<file path="src/rtl/prog_loader.sv">
`default_nettype none
// ============================================================================
//  Module   : prog_loader
//  Purpose  : Boot-time program loader. Consumes a byte stream made of a
//             4-byte little-endian word count N followed by N little-endian
//             32-bit words, and writes each word into instruction RAM at
//             ADDR_BASE+k. Keeps the CPU stalled until the whole program is
//             in place. Oversized programs are rejected without any write.
//  Ports    : clk, rst          - clock, asynchronous active-high reset
//             in_valid/in_data  - byte source (transfer on valid && ready)
//             in_ready          - loader accepting bytes (LEN/DATA only)
//             mem_addr/mem_din  - word address / data to instruction RAM
//             mem_we            - single-cycle write strobe
//             done              - program fully written
//             err               - declared length exceeded DEPTH_WORDS
//             cpu_hold          - stall CPU fetch while high (= ~done)
//  Revision : 1.0 - initial release
// ============================================================================
module prog_loader #(
  parameter int DEPTH_WORDS = 256,
  parameter int ADDR_BASE   = 0
) (
  input  logic        clk,
  input  logic        rst,
  input  logic        in_valid,
  input  logic [7:0]  in_data,
  output logic        in_ready,
  output logic [29:0] mem_addr,
  output logic [31:0] mem_din,
  output logic        mem_we,
  output logic        done,
  output logic        err,
  output logic        cpu_hold
);

  localparam logic [31:0] C_DEPTH = 32'(DEPTH_WORDS);
  localparam logic [29:0] C_BASE  = 30'(ADDR_BASE);

  typedef enum logic [1:0] {
    S_LEN  = 2'd0,
    S_DATA = 2'd1,
    S_DONE = 2'd2,
    S_ERR  = 2'd3
  } state_t;

  state_t      r_state;
  logic [1:0]  r_byte_cnt;
  logic [23:0] r_shift;     // first three bytes of the current group
  logic [31:0] r_len;
  logic [31:0] r_k;
  logic [29:0] r_mem_addr;
  logic [31:0] r_mem_din;
  logic        r_mem_we;

  logic        w_ready;
  logic        w_accept;
  logic [31:0] w_word;

  assign w_ready  = (r_state == S_LEN) || (r_state == S_DATA);
  assign w_accept = in_valid && w_ready;
  // Bytes arrive LSB first: the newest byte is always the top byte of the word.
  assign w_word   = {in_data, r_shift};

  always_ff @(posedge clk or posedge rst) begin
    if (rst) begin
      r_state    <= S_LEN;
      r_byte_cnt <= 2'd0;
      r_shift    <= 24'd0;
      r_len      <= 32'd0;
      r_k        <= 32'd0;
      r_mem_addr <= 30'd0;
      r_mem_din  <= 32'd0;
      r_mem_we   <= 1'b0;
    end else begin
      r_mem_we <= 1'b0;
      if (w_accept) begin
        r_byte_cnt <= r_byte_cnt + 2'd1;
        r_shift    <= {in_data, r_shift[23:8]};
        if (r_byte_cnt == 2'd3) begin
          case (r_state)
            S_LEN: begin
              r_len <= w_word;
              r_k   <= 32'd0;
              if (w_word == 32'd0) begin
                r_state <= S_DONE;
              end else if (w_word > C_DEPTH) begin
                r_state <= S_ERR;
              end else begin
                r_state <= S_DATA;
              end
            end
            S_DATA: begin
              r_mem_din  <= w_word;
              r_mem_addr <= C_BASE + r_k[29:0];
              r_mem_we   <= 1'b1;
              r_k        <= r_k + 32'd1;
              // Leaving on the final word's edge makes done coincide with
              // the last write strobe.
              if (r_k == r_len - 32'd1) begin
                r_state <= S_DONE;
              end
            end
            default: begin
            end
          endcase
        end
      end
    end
  end

  // Gated by rst so the source sees no readiness while reset is held.
  assign in_ready = w_ready && !rst;
  assign mem_addr = r_mem_addr;
  assign mem_din  = r_mem_din;
  assign mem_we   = r_mem_we;
  assign done     = (r_state == S_DONE);
  assign err      = (r_state == S_ERR);
  assign cpu_hold = (r_state != S_DONE);

endmodule
`default_nettype wire

</file>
<file path="config.mk">
export PLATFORM = sky130hd
export DESIGN_NAME = prog_loader
export DESIGN_NICKNAME = d
export VERILOG_FILES = /design/src/rtl/prog_loader.sv
export SDC_FILE = /design/constraint.sdc
export NUM_CORES = 1
export LEC_CHECK = 0
export ABC_CLOCK_PERIOD_IN_PS = 14900
export CAP_MARGIN = 20
export CORE_MARGIN = 1.5
export CORE_UTILIZATION = 40
export CTS_BUF_LIST = sky130_fd_sc_hd__clkbuf_8
export DETAILED_ROUTE_END_ITERATION = 10
export PLACE_DENSITY_LB_ADDON = 0.05
export SLEW_MARGIN = 20
export SYNTH_ARGS = -nofsm -noshare
export SYNTH_HDL_FRONTEND = slang
export SYNTH_SLANG_ARGS = --single-unit
</file>
<file path="constraint.sdc">
create_clock -name clk -period 14.9 [get_ports clk]
set_input_delay 4.47 -clock clk [delete_from_list [all_inputs] [get_ports clk]]
set_output_delay 4.47 -clock clk [all_outputs]
set_load 0.005 [all_outputs]
</file>
## Yosys cells after proc, flatten, opt, wreduce, memory -nomap -nowiden

Index checks and enable logic that the tools add are counted.

| word-level totals | value |
|---|---|
| flip-flop bits (word level) | 155 |
| latch bits | 0 |
| RAM bits | 0 |
| bits in read-only memories | 0 |
| bits of input ports | 11 |
| output and inout bits | 67 |
| word-level logic and storage cells | 38 |
| memories kept | 0 |

| operators by class | value |
|---|---|
| add/sub/neg operators | 3 |
| $mul | 0 |
| div/mod/pow operators | 0 |
| magnitude comparators | 1 |
| eq/ne operators | 7 |
| shifts and indexed selects | 0 |
| muxes and demuxes | 8 |
| bitwise gates (word level) | 0 |
| reduce and logical (&&, ||, !) cells | 11 |

Operators by type and width:

| cell | number |
|---|---|
| 32-bit case mux with 2 select lines | 1 |
| 32-bit by 1-bit adder with 32-bit output, second input constant | 1 |
| 32-bit equality test | 1 |
| 32-bit by 9-bit greater-than comparator with 1-bit output, second input constant | 1 |
| 32-bit zero test | 1 |
| 32-bit by 1-bit subtractor with 32-bit output, second input constant | 1 |
| 3-bit AND reduction | 3 |
| 2-bit equality test, second input constant | 3 |
| 2-bit two-way mux | 3 |
| 2-bit case mux with 2 select lines | 1 |
| 4-bit AND reduction | 1 |
| 1-bit two-way mux | 3 |
| 2-bit by 1-bit adder with 2-bit output, second input constant | 1 |
| 2-bit by 1-bit equality test with 1-bit output, second input constant | 1 |
| 1-bit logical AND | 2 |
| 2-bit zero test | 1 |
| 2-bit by 1-bit != test with 1-bit output, second input constant | 1 |
| 2-bit != test, second input constant | 1 |
| 2-bit nonzero test | 1 |
| 1-bit zero test | 1 |
| 1-bit logical OR | 1 |

## Longest topological paths before layout

Gate-level depths: netlist of run 1.

| logic depth | value |
|---|---|
| depth after elaboration | 4 |
| depth in mapped cells | 10 |
| depth with buffers taken out | 10 |

## Worst setup path before layout of run 1

OpenSTA, ideal clock, no wires.

| path | value |
|---|---|
| path type | input to output |
| from | in rst |
| to | out in_ready |
| data arrival time | 4565 ps |
| data required time | 10430 ps |
| path slack | 5865 ps |
| cell stages on the path | 1 |
| path buffers | 0 |
| cell sequence | nor2_1 |

| on the way | value |
|---|---|
| word-level cells in the longest chain between the ends | 2 |

Ends and longest elaborated chain:

| element | line | source |
|---|---|---|
| from (decl) | 24 | `input logic rst,` |
| 1-bit zero test | 112 | `assign in_ready = w_ready && !rst;` |
| 1-bit logical AND | 112 |  |
| to (decl) | 27 | `output logic in_ready,` |

Every way passes these cells.

## Worst setup path after layout of run 1

Same ends and word-level chain as after synthesis.

==> results.sh, run 1 <==
export IMPL_synthArstFlopShare_pct=100.0
export IMPL_post_cts_setup_buffers=0
export IMPL_start_util_pct=40.93
export IMPL_ys_types=55
export IMPL_die_y_um=138.6
export IMPL_maxCapViolations=0
export IMPL_ys_warn_count=0
export IMPL_coreArea_um2=17960
export IMPL_clk_latency_ps=450
export IMPL_cp_arrival_ps=5590
export IMPL_peakVddDrop_v=0.00008039
export IMPL_relSlewSlack_pct=37.29
export IMPL_synth_area_um2=7352
export IMPL_synth_seq_area_share_pct=52.76
export IMPL_status="completed"
export IMPL_wl_met2_mm=7.600
export IMPL_min_period_over_period_pct=67.53
export IMPL_syn_avg_cell_area_um2=9.895
export IMPL_drc=0
export IMPL_nets=822
export IMPL_die_area_um2=19200
export IMPL_cts_inserted_buffers=17
export IMPL_fin_crit_ps=10060
export IMPL_clk_pin_slew_worst_paths_ps=90
export IMPL_m1WireLength_mm=8.671
export IMPL_cts_resized=0
export IMPL_die_w_um=138.6
export IMPL_antenna_cells=0
export IMPL_viasPerCell=5.069
export IMPL_fmax_mhz=99.39
export IMPL_end_kind="output port"
export IMPL_final_antenna_net_count=0
export IMPL_r2r_end="r_state[0]"
export IMPL_wl_met3_um=377
export IMPL_gp_congestion=0.8303
export IMPL_max_slew_worst_pin_slew_ps=940.6
export IMPL_min_to="mem_addr[23]"
export IMPL_finalSetupViolations=0
export IMPL_r2r_start="r_len[3]"
export IMPL_cts_tree="done"
export IMPL_cts_root_buf="clkbuf_8"
export IMPL_track_usage_pct=18.40
export IMPL_dp_slack_ps=4829
export IMPL_grt_pass1_vias=5097
export IMPL_hp_start="mem_addr[23]"
export IMPL_p_leak_nw=3.887
export IMPL_wl_per_cell_um=16.11
export IMPL_grt_pass1_wl_mm=28.23
export IMPL_layout_drive_gt1_share_pct=13.03
export IMPL_synth_most_common_cell="nand2_1"
export IMPL_dp_hpwl_mm=11.56
export IMPL_path_class="input port to output port"
export IMPL_r2r_cells=8
export IMPL_ys_top_cells_by_count="nand2_1, dfrtp_1, mux2_2, nor2_1, xor2_1"
export IMPL_grt_max_degree=82
export IMPL_synth_nets=757
export IMPL_ys_seq_elements=155
export IMPL_hold_depth=2
export IMPL_row_count=49
export IMPL_htreeDepth=4
export IMPL_vias=5322
export IMPL_hold_class="register to register"
export IMPL_rsz0062_at_grt="false"
export IMPL_drtPass1Iterations=6
export IMPL_required_ps=10430
export IMPL_hold_viol=0
export IMPL_fin_worst_skew_ps=13.11
export IMPL_hold_buffers=0
export IMPL_cp_start_kind="input port"
export IMPL_synth_main_ff_cell="dfrtp_1"
export IMPL_tns_ps=0
export IMPL_portBuffers=77
export IMPL_final_setup_worst_slack_ps=4838
export IMPL_pwr_density_cell_nw_per_um2=170.0
export IMPL_area_delta_synth_final_pct=18.46
export IMPL_drv_slew=0
export IMPL_antenna_found_initial=0
export IMPL_drtIter0Drc=288
export IMPL_cts_sinks=155
export IMPL_syn_instance_count=743
export IMPL_cts_buffer_depth=2
export IMPL_yosysTopAreaCell="dfrtp_1"
export IMPL_critPathMaxFanout=2
export IMPL_synth_edf_count=0
export IMPL_pin_count=78
export IMPL_grt_overflow=0
export IMPL_yosys_top_cells_area="dfrtp_1, nand2_1, mux2_2"
export IMPL_dr_max_layer_used="met4"
export IMPL_routed_wl_mm=16.92
export IMPL_synth_top_area_share_pct=52.76
export IMPL_r2r_slack_ps=11810
power by group:
part | internal (mW) | switching, mW
Clock | 0.138 | 0.178
Sequential | 0.546 | 0.166
Combinational | 0.258 | 0.194
layout make-up:
| cell class | instances | area [µm²] |
|---|---|---|
| repair buffers | 82 | 808.3 |
| clock inverters | 15 | 153.9 |
| multi-input cells | 543 | 3309 |
| well taps | 229 | 286.5 |
| inverters | 9 | 38.79 |
| clock buffers | 17 | 234.0 |
| flip-flops and latches | 155 | 3879 |
| fillers | 1707 | 9254 |
cell families after synthesis:
| family | Yosys count | share of synthesized area (%) |
|---|---|---|
| simple gates | 374 | 23.71 |
| flops | 155 | 52.76 |
| xor+xnor | 68 | 8.101 |
| mux | 55 | 8.407 |
| buf+inv | 45 | 2.434 |
| compound gates | 43 | 4.085 |
| fa+ha+maj | 3 | 0.5106 |
routing by layer:
metal | global-route usage (%) | up-vias
li1 | - | 2629
met1 | 26.92 | 2602
met2 | 28.04 | 76
met3 | 2.935 | 15
met4 | 5.983 | 0
met5 | 0 | -
critical path: stages:
cell	delay (ps)
clkdlybuf4s50_1	480
nor2_1	120
clkdlybuf4s50_1	520
per-stage QoR:
stage	utilization, %	power, mW	instance area, µm²	instances	hold slack [ps]
final	48.49	1.480	8710	1050	480.2
after global routing	48.49	1.580	8710	1050	500.8
after CTS	48.49	1.498	8710	1050	485.8
after detailed placement	46.33	1.175	8322	1018	461.6
after global placement	46.33	1.162	8322	1018	456.7
after floorplan	-	0.9709	7352	743	448.0
worst max path at each step:
stage / endpoint / start / slack (ps)
finish: in_ready / rst / 4840
global route: in_ready / rst / 4810
CTS: in_ready / rst / 4830
detailed placement: in_ready / rst / 4830
global placement: in_ready / rst / 4850
floorplan: in_ready / rst / 5860
cell usage in the layout, fill, tap and decap left out, drive strengths merged, types with 2 or more instances in the layout:
| cell | synthesis | routed |
|---|---|---|
| a21oi | 7 | 7 |
| xor2 | 36 | 36 |
| o31ai | 3 | 3 |
| nand3b | 4 | 4 |
| mux2 | 54 | 54 |
| nor2 | 47 | 47 |
| and3 | 11 | 11 |
| o211ai | 2 | 2 |
| nand4b | 4 | 4 |
| inv | 8 | 16 |
| nor4b | 3 | 3 |
| xnor2 | 32 | 32 |
| nor3b | 3 | 3 |
| clkdlybuf4s50 | 0 | 77 |
| buf | 7 | 5 |
| ha | 3 | 3 |
| nor2b | 3 | 3 |
| nand2b | 6 | 6 |
| dfrtp | 155 | 155 |
| nand3 | 17 | 17 |
| a311oi | 2 | 2 |
| nor3 | 13 | 13 |
| or3 | 7 | 7 |
| nand4 | 13 | 13 |
| o21ai | 17 | 17 |
| and2 | 3 | 3 |
| nor4 | 19 | 19 |
| clkbuf | 29 | 17 |
| clkinvlp | 0 | 2 |
| clkinv | 1 | 5 |
| nand2 | 215 | 215 |
| or4 | 2 | 2 |
registers in the layout, summed over array words and instances, names as in the netlist:
signal      flops
mem_addr       30
mem_din        32
mem_we          1
r_byte_cnt      2
r_k            32
r_len          32
r_shift        24
r_state         2
(Power assumes the default switching activity.)
==> run 2, diff against run 1 <==
ABC_CLOCK_PERIOD_IN_PS = 9300   (was 14900)
clock period = 9.3 ns   (was 14.9 ns; I/O delays follow)
==> run 2 against run 1 <==
Flip-flop and latch count unchanged. Non-clock buffer count unchanged. Worst setup slack worse by 2200 ps. Hold slack lost 1.6 ps. Global-route usage rose by 0.22 points. Critical path type unchanged. Critical endpoint unchanged. Largest cell class unchanged.
==> results.sh, run 2 (synthesis results as in run 1) <==
export IMPL_track_usage_pct=18.63
export IMPL_required_ps=6510
export IMPL_relSlewSlack_pct=40.77
export IMPL_layout_drive_gt1_share_pct=13.03
export IMPL_post_cts_setup_buffers=0
export IMPL_cts_buffer_depth=2
export IMPL_cp_slowest_cell="clkdlybuf4s50_1"
export IMPL_max_slew_worst_pin_slew_ps=888.4
export IMPL_fin_crit_ps=6689
export IMPL_maxCapViolations=0
export IMPL_r2r_start="r_len[3]"
export IMPL_seqPwrFrac_pct=47.6
export IMPL_r2r_end="r_state[0]"
export IMPL_clk_pin_slew_worst_paths_ps=80
export IMPL_viasPerCell=5.094
export IMPL_hold_ws_ps=478.6
export IMPL_p_leak_nw=3.892
export IMPL_drv_slew=0
export IMPL_status="completed"
export IMPL_grt_overflow=0
export IMPL_fin_worst_skew_ps=10.60
export IMPL_design_area_um2=8730
export IMPL_grt_pass1_wl_mm=28.68
export IMPL_area_delta_synth_final_pct=18.74
export IMPL_power_share_clock_pct=22.0
export IMPL_cp_arrival_ps=3900
export IMPL_multiInputGateArea_um2=3309
export IMPL_crit_top_cell="clkdlybuf4s50_1"
export IMPL_antenna_cells=0
export IMPL_tns_ps=0
export IMPL_htreeDepth=4
export IMPL_grt_pass1_vias=5317
export IMPL_row_count=49
export IMPL_drc=0
export IMPL_final_cell_mix="nand2_1, dfrtp_1, clkdlybuf4s50_1"
export IMPL_end_kind="output port"
export IMPL_nets=822
export IMPL_p_int_mw=1.539
export IMPL_switching_power_uw=847.7
export IMPL_pwr_density_cell_nw_per_um2=273.4
export IMPL_final_antenna_net_count=0
export IMPL_peakVddDrop_v=0.0001258
export IMPL_slowest_delay_ps=510
export IMPL_path_class="input port to output port"
export IMPL_die_w_um=138.6
export IMPL_critPathMaxFanout=2
export IMPL_post_dp_cell_area_um2=8322
export IMPL_start_util_pct=40.93
export IMPL_antenna_found_initial=0
export IMPL_gp_congestion=0.8814
export IMPL_final_setup_worst_slack_ps=2611
export IMPL_pwr_share_comb_pct=30.3
export IMPL_hp_start="mem_addr[25]"
export IMPL_die_y_um=138.6
export IMPL_netSwitchingFraction_pct=35.52
export IMPL_hold_class="register to register"
export IMPL_cts_tree="done"
export IMPL_portBuffers=77
export IMPL_cts_resized=0
export IMPL_cp_start_kind="input port"
export IMPL_seq_area_um2=3879
export IMPL_die_area_um2=19200
export IMPL_min_period_over_period_pct=71.92
export IMPL_hold_viol=0
export IMPL_coreArea_um2=17960
export IMPL_clk_latency_ps=460
export IMPL_cts_sinks=155
export IMPL_path_cells="clkdlybuf4s50_1, nor2_1, clkdlybuf4s50_1"
export IMPL_cts_inserted_buffers=17
export IMPL_cp_endpoint="in_ready"
export IMPL_wl_per_cell_um=16.07
export IMPL_fillers=1712
export IMPL_rsz0062_at_grt="false"
export IMPL_r2r_cells=8
export IMPL_setup_worst_path_start="rst"
export IMPL_pin_count=78
export IMPL_finalSetupViolations=0
export IMPL_dp_hpwl_mm=11.60
export IMPL_power_total_mw=2.387
export IMPL_dp_slack_ps=2605
export IMPL_r2r_slack_ps=6260
export IMPL_final_common_cell="nand2_1"
export IMPL_routed_wl_mm=16.88
export IMPL_cts_root_buf="clkbuf_8"
export IMPL_hold_buffers=0
export IMPL_drtPass1Iterations=4
export IMPL_grt_max_degree=99
export IMPL_drtIter0Drc=272
export IMPL_vias=5349
export IMPL_fmax_mhz=149.5
run 2: cell count changes in the layout (fill, tap and decap cells not counted), sizes merged:
cell and delta:
bufinv +1, clkbuf +1, clkinvlp +1, clkinv -1, inv -2
run 2: worst min path at each step:
stage                          to  depth (start not counted)
finish               mem_addr[25]                          2
global route         mem_addr[13]                          2
CTS                  mem_addr[25]                          2
detailed placement    mem_din[19]                          2
global placement     mem_addr[27]                          2
floorplan           r_byte_cnt[0]                          1
run 2: final cells by class:
type                       count  share of cell area, %
clock inverter                14                  1.835
clock buffer                  18                  2.838
timing repair buffer          82                  9.259
sequential                   155                  44.43
tap                          229                  3.282
inverter                       9                 0.4443
multi-input combinational    543                  37.91
run 2: metrics by stage:
step | utilization, % | instances
6_report | 48.60 | 1050
5_1_grt | 48.60 | 1050
4_1_cts | 48.60 | 1050
3_3_place_gp | 46.33 | 1018
3_5_place_dp | 46.33 | 1018
2_1_floorplan | - | 743
run 2: power by group through the flow:
stage	Combinational [mW]	Sequential (mW)	Clock, mW
4_1_cts	0.735	1.14	0.544
5_1_grt	0.805	1.18	0.571
6_report	0.724	1.14	0.526
3_3_place_gp	0.716	1.15	0
3_5_place_dp	0.730	1.15	0
2_1_floorplan	0.501	1.05	0
run 2: critical path, delay by kind of cell:
family	cells	cell delay, ps
AND/OR/NAND/NOR	1	120
buffers and inverters	2	990
run 2: layer usage:
metal | track usage (%) | part of all wire, % | vias to the layer above
met3 | 3.073 | 3.0 | 16
met5 | 0 | 0 | -
met4 | 6.371 | 1.4 | 0
met2 | 29.27 | 46 | 87
met1 | 26.30 | 49 | 2615
li1 | - | - | 2631
